==> config.mk <==
export PLATFORM = sky130hd
export DESIGN_NAME = quad_position_counter
export DESIGN_NICKNAME = d
export VERILOG_FILES = /design/src/rtl/quad_position_counter.sv
export SDC_FILE = /design/constraint.sdc
export NUM_CORES = 1
export LEC_CHECK = 0
export CAP_MARGIN = 20
export CORE_MARGIN = 8
export CORE_UTILIZATION = 50
export CTS_BUF_LIST = sky130_fd_sc_hd__clkbuf_8
export CTS_CLUSTER_SIZE = 8
export DETAILED_ROUTE_END_ITERATION = 10
export DONT_BUFFER_PORTS = 1
export GPL_TIMING_DRIVEN = 0
export HOLD_SLACK_MARGIN = 0.15
export PLACE_DENSITY = 0.68
export SLEW_MARGIN = 15
export SYNTH_ARGS = -nofsm -noshare
export SYNTH_HDL_FRONTEND = slang
export SYNTH_SLANG_ARGS = --single-unit
==> constraint.sdc <==
create_clock -name clk -period 3.9 [get_ports clk]
set_input_delay 0.78 -clock clk [delete_from_list [all_inputs] [get_ports clk]]
set_output_delay 0.78 -clock clk [all_outputs]
set_load 0.01 [all_outputs]
==> src/rtl/quad_position_counter.sv <==
// ---------------------------------------------------------------------------
// quad_position_counter
//
// Position counter fed by a quadrature decoder's count-enable pulses. In fine
// mode every pulse moves the position by one. In coarse mode a signed
// prescaler collects PRESCALE pulses per step. The position saturates
// (inclusive) at lim_lo/lim_hi and never wraps. Every position change is
// published through a valid/ready snapshot port; a snapshot replaced before it
// was accepted raises a sticky overrun flag.
//
// Ports
//   clk        clock, all state changes on the rising edge
//   rst_n      synchronous active-low reset (highest priority)
//   cnt, dir   count pulse and its direction (1 = up, 0 = down)
//   mode       0 = fine, 1 = coarse
//   clr        clear position, prescaler, snapshot valid and overrun
//   load       preload position from load_val (below clr, above cnt)
//   load_val   preload value (signed)
//   lim_hi/lo  inclusive signed saturation limits
//   pos        registered position
//   at_hi/lo   registered pos==lim_hi / pos==lim_lo (one cycle behind pos)
//   lim_err    registered lim_lo > lim_hi
//   pos_valid  snapshot available, pos_ready accepts it
//   pos_snap   snapshot value
//   overrun    sticky: snapshot overwritten while unaccepted
// ---------------------------------------------------------------------------
module quad_position_counter #(
  parameter int WIDTH    = 16,
  parameter int PRESCALE = 4
) (
  input  logic                    clk,
  input  logic                    rst_n,
  input  logic                    cnt,
  input  logic                    dir,
  input  logic                    mode,
  input  logic                    clr,
  input  logic                    load,
  input  logic signed [WIDTH-1:0] load_val,
  input  logic signed [WIDTH-1:0] lim_hi,
  input  logic signed [WIDTH-1:0] lim_lo,
  output logic signed [WIDTH-1:0] pos,
  output logic                    at_hi,
  output logic                    at_lo,
  output logic                    lim_err,
  output logic                    pos_valid,
  input  logic                    pos_ready,
  output logic signed [WIDTH-1:0] pos_snap,
  output logic                    overrun
);

  // Two extra bits so that +/-PRESCALE itself is representable before it is
  // folded back to zero.
  localparam int PW = $clog2(PRESCALE) + 2;
  localparam logic signed [PW-1:0] PS_MAX = PW'(PRESCALE);
  localparam logic signed [PW-1:0] PS_MIN = -PW'(PRESCALE);

  logic signed [PW-1:0]    presc_r;
  logic                    mode_r;
  logic                    chg_r;      // pos changed on the last edge

  logic signed [PW-1:0]    presc_base_s;
  logic signed [PW-1:0]    presc_cnt_s;
  logic signed [PW-1:0]    presc_next_s;
  logic                    step_up_s;
  logic                    step_dn_s;
  logic                    lim_bad_s;
  logic signed [WIDTH-1:0] count_pos_s;
  logic signed [WIDTH-1:0] pos_next_s;
  logic                    chg_next_s;

  // Prescaler / step decision and next position with clr > load > count.
  always_comb begin
    presc_base_s = '0;
    presc_cnt_s  = '0;
    presc_next_s = '0;
    step_up_s    = 1'b0;
    step_dn_s    = 1'b0;
    count_pos_s  = pos;
    pos_next_s   = pos;
    chg_next_s   = 1'b0;

    lim_bad_s = (lim_lo > lim_hi);

    // A mode change restarts accumulation from zero in the new mode.
    if (mode != mode_r) begin
      presc_base_s = '0;
    end else begin
      presc_base_s = presc_r;
    end

    if (!mode) begin
      presc_cnt_s  = '0;
      presc_next_s = '0;
      step_up_s    = cnt & dir;
      step_dn_s    = cnt & ~dir;
    end else begin
      if (cnt) begin
        if (dir) begin
          presc_cnt_s = presc_base_s + PW'(1);
        end else begin
          presc_cnt_s = presc_base_s - PW'(1);
        end
      end else begin
        presc_cnt_s = presc_base_s;
      end
      // Reaching +/-PRESCALE emits a step and folds back to zero, even when
      // the step itself is then swallowed by saturation.
      if (presc_cnt_s == PS_MAX) begin
        step_up_s    = 1'b1;
        presc_next_s = '0;
      end else if (presc_cnt_s == PS_MIN) begin
        step_dn_s    = 1'b1;
        presc_next_s = '0;
      end else begin
        presc_next_s = presc_cnt_s;
      end
    end

    if (step_up_s && !lim_bad_s && (pos < lim_hi)) begin
      count_pos_s = pos + WIDTH'(1);
    end else if (step_dn_s && !lim_bad_s && (pos > lim_lo)) begin
      count_pos_s = pos - WIDTH'(1);
    end else begin
      count_pos_s = pos;
    end

    // clr is not published as a change: it also discards the snapshot.
    if (clr) begin
      pos_next_s   = '0;
      presc_next_s = '0;
      chg_next_s   = 1'b0;
    end else if (load) begin
      pos_next_s   = load_val;
      presc_next_s = '0;
      chg_next_s   = (load_val != pos);
    end else begin
      pos_next_s   = count_pos_s;
      chg_next_s   = (count_pos_s != pos);
    end
  end

  // Position, prescaler, previous mode and change marker.
  always_ff @(posedge clk) begin
    if (!rst_n) begin
      pos     <= '0;
      presc_r <= '0;
      mode_r  <= 1'b0;
      chg_r   <= 1'b0;
    end else begin
      pos     <= pos_next_s;
      presc_r <= presc_next_s;
      mode_r  <= mode;
      chg_r   <= chg_next_s;
    end
  end

  // Limit status flags, computed from the registered position.
  always_ff @(posedge clk) begin
    if (!rst_n) begin
      at_hi   <= (lim_hi == '0);
      at_lo   <= (lim_lo == '0);
      lim_err <= (lim_lo > lim_hi);
    end else begin
      at_hi   <= (pos == lim_hi);
      at_lo   <= (pos == lim_lo);
      lim_err <= (lim_lo > lim_hi);
    end
  end

  // Snapshot handshake: a new change always wins over an accept.
  always_ff @(posedge clk) begin
    if (!rst_n) begin
      pos_snap  <= '0;
      pos_valid <= 1'b0;
      overrun   <= 1'b0;
    end else if (clr) begin
      pos_snap  <= pos_snap;
      pos_valid <= 1'b0;
      overrun   <= 1'b0;
    end else if (chg_r) begin
      pos_snap  <= pos;
      pos_valid <= 1'b1;
      overrun   <= overrun | (pos_valid & ~pos_ready);
    end else if (pos_valid && pos_ready) begin
      pos_snap  <= pos_snap;
      pos_valid <= 1'b0;
      overrun   <= overrun;
    end else begin
      pos_snap  <= pos_snap;
      pos_valid <= pos_valid;
      overrun   <= overrun;
    end
  end

endmodule

==> flow_summary.yaml <==
outcome:
  status: "completed"
critical_path:
  start_kind: "primary input"
  end_kind: "register"
  critPathKind: "primary input to register"
  rr_startpoint: "pos[14]"
  crit_chain: "buf_2 > xnor2_4 > buf_4 > and2_1 > ha_1 > and3_1 > a21oi_1 > mux2_2 > nor2_1 > a31o_2 > nand4_1 > o32a_1 > or4_1 > nand3_1"
  crit_buf_inv: 2
  crit_fanout: 7
  crit_required_ps: 4140
  cp_slowest_cell: "or4_1"
  crit_family: "simple AND/OR/NAND/NOR gates"
  cp_data_arrival_time_ps: 3960
  reg2reg_depth: 10
  r2r_end: "pos[15]"
  regToRegSetupSlack_ps: 410
  critPathMaxStageDelay_ps: 410
final_layout:
  sequential_cell_area_sq_um: 861
  fin_cells: 615
  syn_to_final_growth_pct: 7.85
  drive_above_1_share_pct: 5.26
  final_nets: 621
  post-route-util_pct: 54.8
  multi_input_area_sq_mm: 0.00273
  diodes: 0
  fillers: 706
  reg_top3: "pos x16, pos_snap x16, presc_r x4"
  fin_area_sq_mm: 0.00414
global_routing:
  grt-ovfl-total: 0
  antenna_found_initial: 0
  grt_pass1_vias: 3628
  grt_use_total_pct: 20.8
  grt_pass1_wl_um: 18500
  grt_max_degree: 15
place:
  gp_congestion: 0.901
  dpl_cell_area_sq_mm: 0.00397
  dp_hpwl_um: 9200
  numPortBuffers: 0
  place_ws_ps: -379
  place_inst: 603
floorplan:
  io_pins: 93
  die_w_um: 104
  dieHeight_um: 104
  coreArea_sq_mm: 0.00757
  rows: 32
  start_util_pct: 50.8
  die-area_sq_mm: 0.0107
power_and_ir_drop:
  peakVddDrop_v: 0.000209
  power.density_cell_area_mw_per_mm2: 260
  p_leak_nw: 1.85
  power.total_mw: 1.08
route:
  drc: 0
  drt_pass1_iterations: 5
  ant_nets: 0
  wire_per_inst_um: 18.7
  wirelength_um: 11500
  drtIter0Drc: 173
  vias_per_cell: 5.99
  vias: 3686
cts:
  cts.clk_slew.worst_paths_ps: 80
  clockRootBuffer: "clkbuf_8"
  ctsHoldBuffers: 0
  htree_levels: 2
  clk_latency_ps: 300
  clock_sinks: 43
  clk_path_buf_depth: 2
  cts_tree: "done"
  numCtsBuffers: 5
sta:
  fin_ws_ps: 186
  skew_ps: 7.98
  period_needed_ps: 3710
  fmax_mhz: 269
  setup_viol: 0
  period_share_pct: 95.2
  hold_ws_ps: 519
  drv_slew: 0
  tns_ps: 0
  tightest_slew_ps: 639
  relSlewSlack_pct: 57.4
  hold_viol_final: 0
synthesis:
  netlist_instances: 501
  synth_edf_count: 0
  yosysUniqueCellTypes: 59
  synth.cell_area_sq_mm: 0.00384
  async_flop_share_pct: 0
  synth_nets: 610
  yosysWarnings: 0
  yosysSeqAreaShare_pct: 22.4
  syn_avg_cell_area_sq_um: 7.67
  synth-main-ff-cell: "dfxtp_1"
  ys_seq_elements: 43
worst_hold_path:
  worstHoldPathType: "register to register"
  holdPathEnd: "pos_snap[3]"
  hold-path-cell-count: 2
  min_from: "pos_snap[3]"
run:
  cap_violations: 0
-- cell type report --
cell class                 instances  share of cell area [%]
buffer                            24                    2.42
clock buffer                       6                    1.99
clock inverter                     2                   0.936
inverter                          46                    4.17
multi-input combinational        388                    65.9
sequential                        43                    20.8
tap                              102                    3.08
timing repair buffer               4                   0.725
-- Yosys cell counts, types with 4 or more instances --
master    number  area share (%)
o21ai_0       14             1.8
nor2b_1        5            0.81
o32ai_1        5             1.1
xnor2_1        9             2.1
nand2_1       65             6.3
mux2i_1       11             2.9
dfxtp_1       43              22
nor4_1        14             2.3
nor3_1        16             2.1
inv_1         46             4.5
nand3_1       20             2.6
o211ai_1       4            0.78
o22ai_1        4            0.65
clkbuf_1      19             1.9
nand2b_1       6            0.98
a21oi_1       26             3.4
and3_1        12             2.0
a21boi_0      17             3.3
or4_1          4            0.78
nor2_1        17             1.7
a21o_1         5            0.98
nand4_1       20             3.3
ha_1          52              17
xor2_1        13             3.0
or3_1          5            0.81
and2_1         4            0.65
-- worst register-to-register path: stages (launching register included) --
cell and delay, ps:
dfxtp_1 640, ha_1 360, a21oi_1 180, nand2_1 70, a221o_1 350, or4_1 420, a22oi_2 310, nand4b_4 210
o32a_1 400, or4_1 410, nand3_1 80
-- what timing repair did --
action	CTS	global route
buffers inserted	0	4
hold endpoints to repair	0	0
pin swaps	0	3
endpoints found under the setup margin	5	8
gates resized for setup	1	2
-- how the worst max path moves through the flow --
stage / start / end / cells after the start
floorplan: mode / pos[15] / 12
global placement: mode / chg_r / 12
detailed placement: mode / pos[15] / 12
CTS: mode / pos[15] / 12
global route: mode / pos[15] / 12
finish: mode / pos[15] / 14
-- kinds of logic after synthesis --
group / synth area share (%)
DFF: 22.4
muxes: 3.16
xor gates and xnor gates: 5.73
adders and majority gates: 17.5
buffers and inverters: 7.10
AOI/OAI and AO/OA: 17.6
and+or+nand+nor: 26.6
-- where the power goes --
| group | total [mW] | switching [mW] | internal (mW) |
|---|---|---|---|
| registers | 0.474 | 0.0244 | 0.450 |
| logic | 0.226 | 0.133 | 0.0930 |
| clock network | 0.379 | 0.168 | 0.211 |
-- cell usage in the layout, fill, tap and decap left out, types with 3 or more instances in the layout --
cell	n
nand2_1	65
ha_1	52
inv_1	46
dfxtp_1	43
a21oi_1	26
nand4_1	20
nand3_1	20
clkbuf_1	19
nor2_1	17
a21boi_0	17
nor3_1	16
o21ai_0	14
nor4_1	14
xor2_1	13
and3_1	12
mux2i_1	11
xnor2_1	9
nand2b_1	6
clkbuf_8	6
a21o_1	5
nor2b_1	5
or3_1	5
and2_1	4
or4_1	4
o211ai_1	4
o32ai_1	4
o22ai_1	4
buf_4	4
o21ai_1	3
o31ai_1	3
a31oi_1	3
-- metal layers --
layer  track usage [%]  routed length [um]  vias to the layer above
met1              24.6                4790                     1698
met5                 0                   0                        -
met3              8.18                1310                       16
li1                  -                   -                     1821
met4              7.24                 310                        0
met2              33.5                5080                      151
Power figures use the tool's default switching activity.
